`config.mk`:
```
export PLATFORM = sky130hd
export DESIGN_NAME = stream_mux_rr
export DESIGN_NICKNAME = d
export VERILOG_FILES = /design/src/rtl/stream_mux_rr.sv
export SDC_FILE = /design/constraint.sdc
export NUM_CORES = 1
export LEC_CHECK = 0
export BUFFER_PORTS_ARGS = -buffer_cell sky130_fd_sc_hd__buf_2
export CAP_MARGIN = 15
export CORE_MARGIN = 2
export CORE_UTILIZATION = 45
export CTS_CLUSTER_SIZE = 25
export DETAILED_ROUTE_END_ITERATION = 7
export PLACE_DENSITY = 0.86
export SETUP_SLACK_MARGIN = 0.2
export SYNTH_ARGS = -nofsm -noshare
export SYNTH_HDL_FRONTEND = slang
export SYNTH_SLANG_ARGS = --single-unit
export TNS_END_PERCENT = 100
```
`constraint.sdc`:
```
create_clock -name clk -period 2.05 [get_ports clk]
set_clock_uncertainty 0.05 [all_clocks]
set_input_delay 0.3075 -clock clk [delete_from_list [all_inputs] [get_ports clk]]
set_output_delay 0.3075 -clock clk [all_outputs]
set_load 0.1 [all_outputs]
```
`src/rtl/stream_mux_rr.sv`:
```
// N-channel registered stream multiplexer with fixed-select or round-robin arbitration.
// One word per cycle is forwarded into a single output register, with valid/ready on both sides.
`timescale 1ns/1ps
module stream_mux_rr #(
    parameter int WIDTH = 4,
    parameter int N_CH  = 4,
    parameter int SEL_W = 2,
    parameter int CNT_W = 16
) (
    input  logic                  clk,
    input  logic                  rst,
    input  logic                  mode,
    input  logic [SEL_W-1:0]      sel,
    input  logic [N_CH-1:0]       in_valid,
    input  logic [N_CH*WIDTH-1:0] in_data,
    output logic [N_CH-1:0]       in_ready,
    output logic                  out_valid,
    input  logic                  out_ready,
    output logic [WIDTH-1:0]      out_data,
    output logic [SEL_W-1:0]      out_chan,
    output logic [CNT_W-1:0]      xfer_count
);

    logic                 out_valid_q, out_valid_d;
    logic [WIDTH-1:0]     out_data_q,  out_data_d;
    logic [SEL_W-1:0]     out_chan_q,  out_chan_d;
    logic [CNT_W-1:0]     count_q,     count_d;
    logic [SEL_W-1:0]     rr_ptr_q,    rr_ptr_d;

    logic                 load_en;
    logic                 gnt_any;
    logic [SEL_W-1:0]     gnt_idx;

    assign load_en = !out_valid_q || out_ready;

    // Grant search; round-robin starts one past the last granted channel.
    always_comb begin
        int unsigned idx;
        idx     = 0;
        gnt_any = 1'b0;
        gnt_idx = '0;
        if (load_en) begin
            if (!mode) begin
                if (32'(sel) < 32'(N_CH) && in_valid[sel]) begin
                    gnt_any = 1'b1;
                    gnt_idx = sel;
                end
            end else begin
                for (int unsigned off = 1; off <= 32'(N_CH); off++) begin
                    idx = (32'(rr_ptr_q) + off) % 32'(N_CH);
                    if (!gnt_any && in_valid[SEL_W'(idx)]) begin
                        gnt_any = 1'b1;
                        gnt_idx = SEL_W'(idx);
                    end
                end
            end
        end
    end

    always_comb begin
        in_ready    = '0;
        out_valid_d = out_valid_q;
        out_data_d  = out_data_q;
        out_chan_d  = out_chan_q;
        count_d     = count_q;
        rr_ptr_d    = rr_ptr_q;
        if (load_en) begin
            if (gnt_any) begin
                in_ready[gnt_idx] = 1'b1;
                out_valid_d       = 1'b1;
                out_data_d        = in_data[gnt_idx*WIDTH +: WIDTH];
                out_chan_d        = gnt_idx;
                count_d           = count_q + 1'b1;
                if (mode) begin
                    rr_ptr_d = gnt_idx;
                end
            end else begin
                out_valid_d = 1'b0;
            end
        end
    end

    always_ff @(posedge clk) begin
        if (rst) begin
            out_valid_q <= 1'b0;
            out_data_q  <= '0;
            out_chan_q  <= '0;
            count_q     <= '0;
            rr_ptr_q    <= SEL_W'(N_CH - 1);
        end else begin
            out_valid_q <= out_valid_d;
            out_data_q  <= out_data_d;
            out_chan_q  <= out_chan_d;
            count_q     <= count_d;
            rr_ptr_q    <= rr_ptr_d;
        end
    end

    assign out_valid  = out_valid_q;
    assign out_data   = out_data_q;
    assign out_chan   = out_chan_q;
    assign xfer_count = count_q;

endmodule

```
# Yosys cells after proc, flatten, opt, wreduce, memory -nomap -nowiden
# Cells that the tools add are included.
# word_totals
mem_bits_rw,0
inputBits,26
ff_bits,25
mem_bits_ro,0
word_cells,64
latch_bits,0
mem_count,0
out_inout_bits,27
# classes
n_lt_le_gt_ge,7
reduce_logical,11
n_bitwise,0
muxes,35
multipliers,0
n_eq_ne,0
n_addsub,5
n_div,0
shift,1
# ops
operator,n
$mux W1,20
$lt A2 B3 Y1 const B,6
$add A16 B1 Y16 const B,1
$shiftx A16 B5 Y4,1
$mux W2,7
$bmux W1 S2,5
$mux W4,2
$add A2 B1 Y2 const B,2
$add A2 B2 Y2 const B,2
$logic_and A1 B1 Y1,4
$logic_not A1 Y1,4
$reduce_and A3 Y1,1
$demux W1 S2,1
$ge A2 B1 Y1 const B,1
$reduce_and A2 Y1,1
$logic_or A1 B1 Y1,1

# Logic depth before layout (Yosys ltp)
# Gate-level depths: netlist (run 1).
# depth
depth_word,27
depth_mapped,8
mapped_depth_nobuf,6

# Worst setup path after synthesis (run 1)
# OpenSTA, ideal clock, no wires.
# synth_path
path_kind,flip-flop to output port
startpoint,register out_valid_q (netlist: out_valid)
endpoint,output in_ready[2]
required_ns,1.692
path_stages_with_launch,5
arrival_ns,2.704
slack_ns,-1.012
path_cell_list,dfxtp_1 > nor2b_1 > or3_1 > buf_2 > nor2_1
# synth_between
elab_chain_cells,9
word_cells_on_any_way,11
cone_classes,order compare: 2; mux: 6; reduce/logical: 3
# synth_lines
element,line,rtl
"start, declared",24,"logic out_valid_q, out_valid_d;"
"start signal, assigned",91,out_valid_q <= out_valid_d;
$logic_not A1 Y1 *,34,assign load_en = !out_valid_q || out_ready;
$logic_or A1 B1 Y1 *,34,
$mux W2,42,if (load_en) begin
$lt A2 B3 Y1 (implied by the code) or $ge A2 B1 Y1 (tied branches),69,in_ready[gnt_idx] = 1'b1;
$logic_and A1 B1 Y1 (implied by the code),69,
$mux W1 (implied by the code),69,
$demux W1 S2,69,
$mux W4,68,if (gnt_any) begin
$mux W4 *,67,if (load_en) begin
"end, declared",16,"output logic [N_CH-1:0] in_ready,"
# Mark *: on every way between the ends. The rest lies on a longest branch, timed or not.

# Final worst setup path (run 1)
# layout_path
startpoint,register rr_ptr_q[0]
endpoint,output in_ready[1]
# layout_between
elab_chain_cells,27
word_cells_on_any_way,43
cone_classes,add/sub: 4; order compare: 2; mux: 30; reduce/logical: 7
# layout_lines
element,line,rtl
"start, declared",28,"logic [SEL_W-1:0] rr_ptr_q, rr_ptr_d;"
"start signal, assigned",89,rr_ptr_q <= SEL_W'(N_CH - 1);
"start signal, assigned",95,rr_ptr_q <= rr_ptr_d;
$add A2 B1 Y2,50,idx = (32'(rr_ptr_q) + off) % 32'(N_CH);
$bmux W1 S2,51,if (!gnt_any && in_valid[SEL_W'(idx)]) begin
$mux W1 (implied by the code),51,
$mux W1,51,
$mux W1,43,if (!mode) begin
$mux W1,42,
$logic_not A1 Y1,51,
$logic_and A1 B1 Y1,51,
(+11 left out),-,
$mux W2,43,
$mux W2,42,
$lt A2 B3 Y1 (implied by the code) or $ge A2 B1 Y1 (tied branches),69,
$logic_and A1 B1 Y1 (implied by the code),69,
$mux W1 (implied by the code),69,
$demux W1 S2,69,
$mux W4 *,68,
$mux W4 *,67,
# Mark *: on every way between the ends. The rest lies on a longest branch, timed or not. The select of a mux whose other input is x is not followed.

==> metrics, run 1 <==
diodes inserted 0; setup ws final -0.272 ns; final setup fails 4; unrepaired setup endpoints after global routing true; final antenna-violating net count 0; CP endpoint kind primary output; die width around 59 µm; period utilization 113%; Fin. Hold Viols 0; Synth Register Bits 25; Die Area 3500 µm²; Distinct cells, synth 38; initial drt markers 37; Congestion Overflow GR 0; VDD IR max ~0.33 mV; initial antenna violation count 0; path type of the worst setup path register to primary output; clk buf depth 2; Placed Instance Area 1890 µm²; Remaining DRCs 0; top cell type's share of synthesized area 36.6%; Rows 20; Avg Inst Size Synth 8.60 µm²; final std cells w/o fill about 260; Slew Limit Fails 0; vias in the first global route 1299; placed cells between 200 and 300; Die Height 59.1 µm; fillers 237; pwr dens 656 nW/µm²; first-pass GRT wire length 5.52 mm; critical path arrival about 2 ns; TritonCTS clock tree yes; relative slew slack 67.4%; fmax 0.431 GHz; largest net degree at the start of global routing 27; Inserted Clock Buffers 3; Clk Latency, worst-skew pair 0.32 ns; Vias/cell 5.40; Mapped Nets 186; Hold Crit Depth 3; ratio of cells with drive above 1 in the final layout 49.3%; sequential area share after synthesis 36.6%; H-tree Lvls 1; worst hold margin 0.260 ns; Crit Path Max Fanout 6; # port buffers 52; EDFF count, synth 0; via count 1414; synth warn 0; status finished, violations left; Post-DP HPWL roughly 2.6 mm; largest cells by area after synthesis dfxtp_1, mux2i_1, nor2_1; root buffer cell clkbuf_4; most frequent cells in the layout buf_2, nor2_1, buf_4; Nets 257; Cells after Synth ~160; clock transition at the registers of the reported paths 0.13 ns; post-route cell area 2010 µm²; DRT Pass-1 Iters 4; worst reg-to-reg path cell count 9; Synth-to-Final Area Change 46.7%; routed length per instance roughly 13 µm; failing checks setup timing; GP Congestion 0.838; P_leak 0.862 nW; Worst-Margin Slew 0.493 ns; Synth Cell Area 1370 µm²; fin crit period 2.32 ns; post-place setup slack -0.0681 ns; CP startpoint kind register; initial core utilization a little under half; drt total wl 3.48 mm; GRT Overall Usage 20.6%; most common cell after layout, fill and taps aside buf_2; Synth area leader dfxtp_1; clk sinks 25; # IOs 53; Hold Buf Count CTS 0; HP Class primary input to register; top_reg_cell synth dfxtp_1; max_cap viols 0; core box area 2980 µm²; Worst EP required roughly 1.7 ns; FFs w/ async S/R, synth 0%
-- Yosys cell counts, drive strengths merged (3+ instances only) --
master  instances
a21oi          10
dfxtp          25
inv             3
mux2            3
mux2i          10
nand2          13
nand2b          5
nand3           3
nand3b          4
nand4           6
nor2           22
nor3            3
o21ai           6
o221ai          4
or2             3
or3             4
xnor2           5
xor2            7
-- state kept, by name, summed over array words and instances, names as in the netlist --
signal,flops
out_data,4
rr_ptr_q,2
out_valid,1
out_chan,2
xfer_count,16
-- routing by layer --
layer / track usage (%) / up-vias / wire length, µm
met1: 24.9 / 649 / 1580
met3: 3.28 / 6 / 170
li1: - / 714 / -
met4: 8.44 / 0 / 59
met5: 0 / - / 0
met2: 36.0 / 45 / 1670
-- power breakdown --
group / leakage, nW / internal, mW / switching, mW / total [mW]
combinational: 0.638 / 0.192 / 0.370 / 0.561
clock: 0.0139 / 0.0746 / 0.150 / 0.225
sequential: 0.210 / 0.509 / 0.0201 / 0.529
total: 0.862 / 0.775 / 0.540 / 1.32
-- per-stage QoR --
| stage | power [mW] | utilization, % | TNS, ns |
|---|---|---|---|
| floorplan | 0.913 | - | -0.231 |
| global placement | 1.05 | 63.3 | -0.0100 |
| detailed placement | 1.06 | 63.3 | -0.245 |
| CTS | 1.31 | 66.6 | -1.04 |
| global route | 1.37 | 67.4 | -1.40 |
| finish | 1.32 | 67.4 | -0.940 |
-- path summary, 6_finish.rpt --
| check | start | to | slack, ns |
|---|---|---|---|
| setup / recovery | rr_ptr_q[0] | in_ready[1] | -0.27 |
| hold / removal | in_data[3] | out_data[3] | 0.26 |
| setup reg to reg | rr_ptr_q[1] | out_data[1] | 0.03 |
| hold reg to reg | out_chan[1] | out_chan[1] | 0.41 |
-- kinds of logic (layout without fill, tap and decap cells) --
logic type	count (synthesis)	count (layout)	synth area share (%)
and+or+nand+nor	72	72	27.4
DFF	25	25	36.6
xor gates and xnor gates	12	12	7.69
adders and majority gates	1	1	0.915
buffers and inverters	7	77	2.10
muxes	13	13	9.79
AOI/OAI and AO/OA	29	29	15.5
-- cell type report --
class                      count  area [µm²]  share of cell area, %
sequential                    25         529                   26.4
inverter                       3        11.3                  0.561
multi-input combinational    127         927                   46.2
tap                           33        41.3                   2.06
clock buffer                   3        22.5                   1.12
clock inverter                 1        7.51                  0.374
timing repair buffer          70         467                   23.3
-- repair_timing --
item / CTS / global route
pin swaps: 6 / 3
endpoints found under the hold margin: 0 / 0
gates resized for setup: 15 / 4
endpoints found under the setup margin: 8 / 9
setup buffers: 1 / 1
-- worst max-delay path: stages, from the launching register on --
cell and delay, ns:
dfxtp_4 0.39, mux2i_2 0.22, o32ai_4 0.11, a221oi_2 0.31, or3_4 0.19, buf_6 0.12
and2_4 0.15, buf_12 0.16
Power figures use the tool's default switching activity.
==> run 2: changes to the inputs <==
--- a/config.mk
+++ b/config.mk
@@ -5,13 +5,14 @@
 export SDC_FILE = /design/constraint.sdc
 export NUM_CORES = 1
 export LEC_CHECK = 0
+export ABC_AREA = 1
 export BUFFER_PORTS_ARGS = -buffer_cell sky130_fd_sc_hd__buf_2
 export CAP_MARGIN = 15
 export CORE_MARGIN = 2
 export CORE_UTILIZATION = 45
 export CTS_CLUSTER_SIZE = 25
 export DETAILED_ROUTE_END_ITERATION = 7
-export PLACE_DENSITY = 0.86
+export PLACE_DENSITY = 0.83
 export SETUP_SLACK_MARGIN = 0.2
 export SYNTH_ARGS = -nofsm -noshare
 export SYNTH_HDL_FRONTEND = slang
==> run 2 against run 1 <==
Against the previous run: the flow still finishes with violations (setup timing); die area rose by 21%; via count up 37%; global-route usage rose by 2.5 points; non-clock buffer count is 8 higher; final cell count increased by 51%; area after synthesis rose by 23%; register-to-register slack got worse by 0.24 ns; worst setup slack got worse by 0.038 ns; critical endpoint is now in_ready[2]; worst hold slack improved by 0.026 ns.
==> metrics, run 2 <==
status finished, violations left (unchanged); failing checks setup timing (unchanged); critical path arrival 2.00 ns (was 1.96 ns); Die Area 4240 µm² (was 3500 µm²); DRT Pass-1 Iters 4 (unchanged); Slew Limit Fails 0 (unchanged); Hold Crit Depth 2 (was 3); final antenna-violating net count 0 (unchanged); fmax 0.424 GHz (was 0.431 GHz); net switching power 854 µW (was 540 µW); # IOs 53 (unchanged); period utilization 115% (was 113%); Flop pwr share 30.0% (was 40.2%); fin crit period 2.36 ns (was 2.32 ns); Die Height 65.1 µm (was 59.1 µm); hold_sp rst (was in_data[3]); routed length per instance 12.0 µm (was 13.3 µm); final std cells w/o fill 395 (was 262); relative slew slack 62.9% (was 67.4%); max_cap viols 0 (unchanged); pwr dens 747 nW/µm² (was 656 nW/µm²); core box area 3630 µm² (was 2980 µm²); Crit Path Max Fanout 8 (was 6); count leader, synth nand2_1 (was dfxtp_1); initial drt markers 94 (was 37); # port buffers 52 (unchanged); synth warn 0 (unchanged); H-tree Lvls 1 (unchanged); placed cells 375 (was 256); Worst-Margin Slew 0.552 ns (was 0.493 ns); largest cells by area after synthesis dfxtp_1, nand2_1, inv_1 (was dfxtp_1, mux2i_1, nor2_1); FFs w/ async S/R, synth 0% (unchanged); most common cell after layout, fill and taps aside nand2_1 (was buf_2); P_leak 1.26 nW (was 0.862 nW); R2R Setup Slk -0.21 ns (was 0.03 ns); part of the power in the clock network 15.9% (was 17.1%); Synth-to-Final Area Change 46.7% (about the same); Nets 375 (was 257); max reg flops 16 (unchanged); Synth top cells by count nand2_1, inv_1, nand3_1 (was dfxtp_1, nor2_1, nand2_1); Remaining DRCs 0 (unchanged); RR Startpoint rr_ptr_q[0] (was rr_ptr_q[1]); CP max stage delay 0.39 ns (about the same); clk sinks 25 (unchanged); Rows 22 (was 20); Routed met3 length 192 µm (was 170 µm); first-pass GRT wire length 7.81 mm (was 5.52 mm); VDD IR max 0.470 mV (was 0.331 mV); Post-DP HPWL 3.20 mm (was 2.63 mm); initial antenna violation count 0 (unchanged); Vias/cell 4.92 (was 5.40); HP Class primary input to register (unchanged); crit-path cells inv_6, nand2_1, nand3_2, nand2_2, nor2_4, nand3_1, nand2_1, nor2_2, nor2_4, inv_2, a21oi_4, buf_12 (was mux2i_2, o32ai_4, a221oi_2, or3_4, buf_6, and2_4, buf_12); worst hold margin 0.287 ns (was 0.260 ns); clk buf depth 2 (unchanged); Avg Inst Size Synth 6.18 µm² (was 8.60 µm²); Distinct cells, synth 28 (was 38); Metal-1 WL 2.02 mm (was 1.58 mm); fillers 323 (was 237); hold endpoint xfer_count[13] (was out_data[3]); Mapped Nets 299 (was 186); drt total wl 4.73 mm (was 3.48 mm); CP startpoint kind register (unchanged); switching share of total power 46.4% (was 41.1%); top_reg_cell synth dfxtp_1 (unchanged); EDFF count, synth 0 (unchanged); FF-to-FF End xfer_count[12] (was out_data[1]); unrepaired setup endpoints after global routing true (unchanged); Synth area leader dfxtp_1 (unchanged); worst reg-to-reg path cell count 16 (was 9); Synth Cell Area 1680 µm² (was 1370 µm²); Congestion Overflow GR 0 (unchanged); highest metal used met4 (unchanged); Inserted Clock Buffers 3 (unchanged); logic gate share of total power 54.1% (was 42.7%); initial core utilization 46.3% (was 45.9%); top cell type's share of synthesized area 29.8% (was 36.6%); final setup fails 21 (was 4); CP endpoint kind primary output (unchanged); ratio of cells with drive above 1 in the final layout 42.7% (was 49.3%); TritonCTS clock tree yes (unchanged); Int Pwr 988 µW (was 775 µW); Worst EP required 1.69 ns (about the same); diodes inserted 0 (unchanged); path type of the worst setup path register to primary output (unchanged); Fin. Hold Viols 0 (unchanged); root buffer cell clkbuf_8 (was clkbuf_4); sequential area share after synthesis 29.8% (was 36.6%); most frequent cells in the layout nand2_1, buf_2, inv_1 (was buf_2, nor2_1, buf_4); Cells after Synth 272 (was 159); via count 1944 (was 1414); clock transition at the registers of the reported paths 0.09 ns (was 0.13 ns); setup ws final -0.310 ns (was -0.272 ns); GRT Overall Usage 23.1% (was 20.6%); Clk Latency, worst-skew pair 0.27 ns (was 0.32 ns); Synth Register Bits 25 (unchanged); met2 wire length 2.44 mm (was 1.67 mm); largest net degree at the start of global routing 18 (was 27); die width 65.1 µm (was 59.1 µm); GP Congestion 0.910 (was 0.838); CP max stage cell dfxtp_4 (unchanged); vias in the first global route 1844 (was 1299)
run 2: per-stage QoR:
stage / instance area, µm² / worst slack (ns) / setup TNS, ns / total power [mW] / utilization [%]
4_1_cts: 2420 / -0.199 / -1.43 / 1.79 / 66.7
3_5_place_dp: 2150 / 0.00249 / 0 / 1.40 / 59.2
2_1_floorplan: 1750 / -0.297 / -0.754 / 1.21 / -
6_report: 2470 / -0.310 / -2.66 / 1.84 / 67.9
3_3_place_gp: 2150 / 0.00485 / 0 / 1.39 / 59.2
5_1_grt: 2470 / -0.393 / -4.93 / 1.93 / 67.9
run 2: worst max-delay path, delay by kind of cell (launching register included):
family / cells / cell delay [ns]
compound gates: 1 / 0.15
simple gates: 8 / 0.81
flops: 1 / 0.39
buf+inv: 3 / 0.37
run 2: power groups by stage:
stage / combinational [mW] / sequential (mW) / clock (mW)
finish: 0.997 / 0.552 / 0.293
CTS: 0.947 / 0.551 / 0.292
global route: 1.06 / 0.558 / 0.314
global placement: 0.829 / 0.562 / 0
detailed placement: 0.840 / 0.562 / 0
floorplan: 0.448 / 0.760 / 0
run 2: area by class of cell:
cell class | count | area, µm² | share of cell area, %
Sequential cell | 25 | 536 | 21.7
Multi-Input combinational cell | 190 | 1070 | 43.4
Inverter | 50 | 199 | 8.06
Timing Repair Buffer | 78 | 557 | 22.6
Tap cell | 48 | 60.1 | 2.43
Clock buffer | 4 | 45.0 | 1.83
run 2: worst max path at each step:
stage / endpoint / slack (ns) / from / cells after the start
after detailed placement: in_ready[2] / 0.002 / in_valid[3] / 13
after floorplan: in_ready[0] / -0.30 / rr_ptr_q[0] / 14
after global placement: in_ready[2] / 0.005 / in_valid[3] / 13
final: in_ready[2] / -0.31 / rr_ptr_q[0] / 12
after global routing: in_ready[2] / -0.39 / rr_ptr_q[0] / 13
after CTS: in_ready[2] / -0.20 / rr_ptr_q[0] / 13
run 2: cell families after synthesis:
| logic type | Yosys count | share of synthesized area (%) |
|---|---|---|
| compound gates | 37 | 12.1 |
| fa+ha+maj | 1 | 0.744 |
| xor+xnor | 3 | 1.56 |
| simple gates | 149 | 41.1 |
| flops | 25 | 29.8 |
| buf+inv | 57 | 14.7 |
run 2: metal layers:
layer / track usage, % / vias to the layer above
met1: 28.7 / 867
met4: 5.47 / 0
li1: - / 1013
met5: 0 / -
met3: 3.60 / 8
met2: 42.0 / 56
run 2: timing repair:
item,CTS,global route
gates cloned,0,0
setup endpoints to repair,20,28
pin swaps,9,5
setup buffers,15,1
hold buffers,0,0
resized for setup,36,11
